File: src/rtl/ccu_timer.sv
// Interval timer for the crossing control unit: a tr pulse starts a phase of (multiplier+1)*UNIT_TICKS ticks,
// each tick being PRESCALE clocks, and a one-cycle proceed pulse marks expiry. Optional macro: CCU_TIMER_REMAIN_EN.
module ccu_timer #(
    parameter int PRESCALE   = 1000,
    parameter int UNIT_TICKS = 5
) (
    input  logic       clk,
    input  logic       reset,
    input  logic       tr,
    input  logic [1:0] multiplier,
    input  logic       hold,
    output logic       proceed,
    output logic       busy
`ifdef CCU_TIMER_REMAIN_EN
    ,
    output logic [$clog2(4*UNIT_TICKS+1)-1:0] remaining
`endif
);

    // A PRESCALE of 1 would give a zero-width prescaler, so keep at least one bit.
    localparam int PW = (PRESCALE > 1) ? $clog2(PRESCALE) : 1;
    localparam int TW = $clog2(4*UNIT_TICKS+1);
    localparam logic [PW-1:0] PRESC_RELOAD = PW'(PRESCALE - 1);

    typedef enum logic {
        IDLE = 1'b0,
        RUN  = 1'b1
    } state_t;

    state_t        state_q, state_d;
    logic [PW-1:0] presc_q, presc_d;
    logic [TW-1:0] ticks_q, ticks_d;
    logic          proceed_q, proceed_d;
    logic [TW-1:0] phase_ticks;

    assign phase_ticks = TW'((int'(multiplier) + 1) * UNIT_TICKS - 1);

    always_ff @(posedge clk or negedge reset) begin
        if (!reset) begin
            state_q   <= IDLE;
            presc_q   <= '0;
            ticks_q   <= '0;
            proceed_q <= 1'b0;
        end else begin
            state_q   <= state_d;
            presc_q   <= presc_d;
            ticks_q   <= ticks_d;
            proceed_q <= proceed_d;
        end
    end

    // A restart always takes priority over hold and over expiry of the current phase.
    always_comb begin
        state_d   = state_q;
        presc_d   = presc_q;
        ticks_d   = ticks_q;
        proceed_d = 1'b0;
        case (state_q)
            IDLE: begin
                if (tr) begin
                    state_d = RUN;
                    presc_d = PRESC_RELOAD;
                    ticks_d = phase_ticks;
                end
            end
            RUN: begin
                if (tr) begin
                    presc_d = PRESC_RELOAD;
                    ticks_d = phase_ticks;
                end else if (!hold) begin
                    if (presc_q == '0) begin
                        if (ticks_q == '0) begin
                            state_d   = IDLE;
                            proceed_d = 1'b1;
                        end else begin
                            presc_d = PRESC_RELOAD;
                            ticks_d = ticks_q - TW'(1);
                        end
                    end else begin
                        presc_d = presc_q - PW'(1);
                    end
                end
            end
        endcase
    end

    always_comb begin
        busy    = (state_q == RUN);
        proceed = proceed_q;
    end

`ifdef CCU_TIMER_REMAIN_EN
    logic [TW-1:0] remaining_q, remaining_d;

    always_comb begin
        remaining_d = (state_d == RUN) ? (ticks_d + TW'(1)) : '0;
    end

    always_ff @(posedge clk or negedge reset) begin
        if (!reset) begin
            remaining_q <= '0;
        end else begin
            remaining_q <= remaining_d;
        end
    end

    assign remaining = remaining_q;
`endif

endmodule

File: config.mk
export PLATFORM = sky130hd
export DESIGN_NAME = ccu_timer
export DESIGN_NICKNAME = d
export VERILOG_FILES = /design/src/rtl/ccu_timer.sv
export SDC_FILE = /design/constraint.sdc
export NUM_CORES = 1
export LEC_CHECK = 0
export CAP_MARGIN = 20
export CORE_MARGIN = 2
export CORE_UTILIZATION = 30
export CTS_BUF_LIST = sky130_fd_sc_hd__clkbuf_16
export CTS_CLUSTER_DIAMETER = 120
export DETAILED_ROUTE_END_ITERATION = 7
export PLACE_DENSITY = 0.52
export SLEW_MARGIN = 30
export SYNTH_ARGS = -nofsm -noshare
export SYNTH_HDL_FRONTEND = slang
export SYNTH_SLANG_ARGS = --single-unit
File: constraint.sdc
create_clock -name clk -period 5.2 [get_ports clk]
set_input_delay 0.52 -clock clk [delete_from_list [all_inputs] [get_ports clk]]
set_output_delay 0.52 -clock clk [all_outputs]
set_load 0.02 [all_outputs]
==> flow_summary.toml <==
[routing]
via_count = 894
drtIter0Drc = 15
drc = 0
drt-total-wl_um = 2370
avgRoutedWirePerCell_um = 14.4
viasPerCell = 5.42
drt_pass1_iterations = 4
final_antenna_net_count = 0

[min_path]
worstHoldStart = "ticks_q[1]"
hold_path.class = "flop to flop"

[power_and_ir_drop]
p_int_uw = 259
p_seq_share_pct = 43.2
p_sw_share_pct = 23.5
switching_power_uw = 79.6
combPwrFrac_pct = 11.3
power.density_mw_per_mm2 = 274
power_leakage_nw = 0.477
pwr-share-clk_pct = 45.6
vdd_drop_max_mv = 0.136
p_total_uw = 339

[timing]
skew_ns = 0.00151
finalSetupViolations = 0
period_minus_slack_ns = 2.32
rsz0062_at_grt = "false"
drv_slew = 0
fmax_ghz = 0.431
tightest_slew_ns = 0.809
post-route-period-util_pct = 44.6
finalSetupTns_ns = 0
max-slew-margin-rel_pct = 45.9
finalHoldViolCount = 0

[clock_network]
clk_path_buf_depth = 2
clock-sinks = 17
cts_buffers = 3
post-cts-setup-buffers = 0
cts-root-buf = "clkbuf_16"
cts_tree = "built"
path_clk_slew_ns = 0.05
htreeDepth = 1
post_cts_resized = 0
clk_latency_ns = 0.25
postCtsHoldBufs = 0

[setup_path]
crit_type = "primary input to flop"
crit_arrival_ns = 2.50
cp-start-kind = "primary input"
rr_startpoint = "presc_q[0]"
worstPathRequired_ns = 5.37
worst-path-max-fanout = 8
crit_start = "hold"
crit_path_end_kind = "flop"
r2r_slack_ns = 2.89

[yosys]
netlist-cell-type-count = 43
yosysWarnings = 0
synth_edf_count = 0
syn_nets = 122
syn_inst = 111
synth_flop_cell = "dfrtp_1"
seq_area_frac_synth_pct = 40.9
netlist_area_sq_mm = 0.00104
synth-seq-cells = 17
synthArstFlopShare_pct = 100
avgSynthCellArea_sq_um = 9.38

[die]
ioPinCount = 8
die_y_um = 62.9
row_count = 21
dieArea_sq_mm = 0.00396
fp.coreArea_sq_mm = 0.00334
die_w_um = 62.9
initial_core_util_pct = 31.2

[global_routing]
grt_pass1_vias = 923
grt_max_degree = 18
track_usage_pct = 13.5
grt_pass1_wl_um = 4170
antenna_found_initial = 0
overflow = 0

[layout]
nFillCells = 348
area_growth_pct = 18.6
utilization_pct = 37.0
antenna_cells = 0
nNetsFinal = 131
drive_gt1_share_pct = 10.1

[placed_design]
portBuffers = 7
routabilityCongestion = 0.758
dp_hpwl_um = 1700

[job]
maxCapViolations = 0

[status]
outcome = "finished, final reports clean"
-- critical path, cell delays in order --
cell and delay, ns:
clkdlybuf4s50_1 0.48, nand2b_1 0.25, or4_1 0.57, or4_2 0.58, nand3_1 0.11
-- sequential cells by signal, summed over array words and instances, names as in the netlist --
| register | flops |
|---|---|
| busy | 1 |
| presc_q | 10 |
| proceed | 1 |
| ticks_q | 5 |
-- cells in the mapped netlist, types with 2 or more instances --
cell | number | area share, %
o21ai_0 | 6 | 2.9
inv_1 | 9 | 3.2
ha_1 | 5 | 6.0
o31ai_1 | 2 | 1.4
nor4_1 | 2 | 1.2
or4_1 | 5 | 3.6
nand2b_1 | 4 | 2.4
a21oi_1 | 4 | 1.9
nand3_1 | 3 | 1.4
clkbuf_1 | 2 | 0.72
or4b_2 | 2 | 1.9
nor2_1 | 6 | 2.2
dfrtp_1 | 17 | 41
o41ai_1 | 2 | 1.7
or3_1 | 5 | 3.0
o211ai_1 | 3 | 2.2
nand2_1 | 8 | 2.9
-- metrics by stage --
stage               worst slack [ns]  hold slack (ns)  cells  cell area (sq um)
global placement                2.72            0.526    161               1160
global route                    2.72            0.575    165               1230
floorplan                       3.13            0.224    111               1040
detailed placement              2.67            0.524    161               1160
finish                          2.88            0.546    165               1230
CTS                             2.88            0.547    165               1230
-- power groups by stage --
stage	clock network [mW]	logic, mW	registers (mW)
global route	0.165	0.0450	0.147
global placement	0	0.0376	0.148
detailed placement	0	0.0388	0.148
finish	0.154	0.0381	0.146
floorplan	0	0.0252	0.146
CTS	0.159	0.0390	0.146
-- metal layers --
layer	track usage, %	up-vias	wire length (um)
li1	-	443	-
met4	7.78	0	60
met2	22.3	13	1150
met3	1.62	5	52
met1	16.8	433	1100
met5	0	-	0
-- path summary, 6_finish.rpt --
kind	to	cells after the start
worst max-delay path	presc_q[7]	5
worst min-delay path	ticks_q[1]	1
worst max register to register	ticks_q[3]	6
worst min register to register	ticks_q[1]	1
max in group asynchronous	presc_q[8]	1
min in group asynchronous	presc_q[6]	1
-- layout by cell type, fill, tap and decap left out, types with 4 or more instances in the layout --
cell,n
dfrtp_1,17
inv_1,10
nand2_1,8
clkdlybuf4s50_1,7
o21ai_0,6
nor2_1,6
or4_1,5
or3_1,5
ha_1,5
nand2b_1,4
a21oi_1,4
-- final cells by class --
cell class	instances	area, sq um	area share, %
clock buffers	3	75.1	6.08
clock inverters	1	3.75	0.304
inverters	10	37.5	3.04
multi-input cells	81	566	45.8
flip-flops and latches	17	425	34.4
well taps	46	57.6	4.66
repair buffers	7	70.1	5.67
-- logic make-up after synthesis --
| group | share of synthesized area, % |
|---|---|
| flip-flops | 40.9 |
| XOR/XNOR | 0.841 |
| multiplexers | 2.04 |
| AND/OR/NAND/NOR | 28.2 |
| adder cells (fa/ha/maj) | 6.01 |
| AO/OA/AOI/OAI | 17.2 |
| buffers and inverters | 4.81 |
Note: power is estimated with default switching activity, not from simulation.
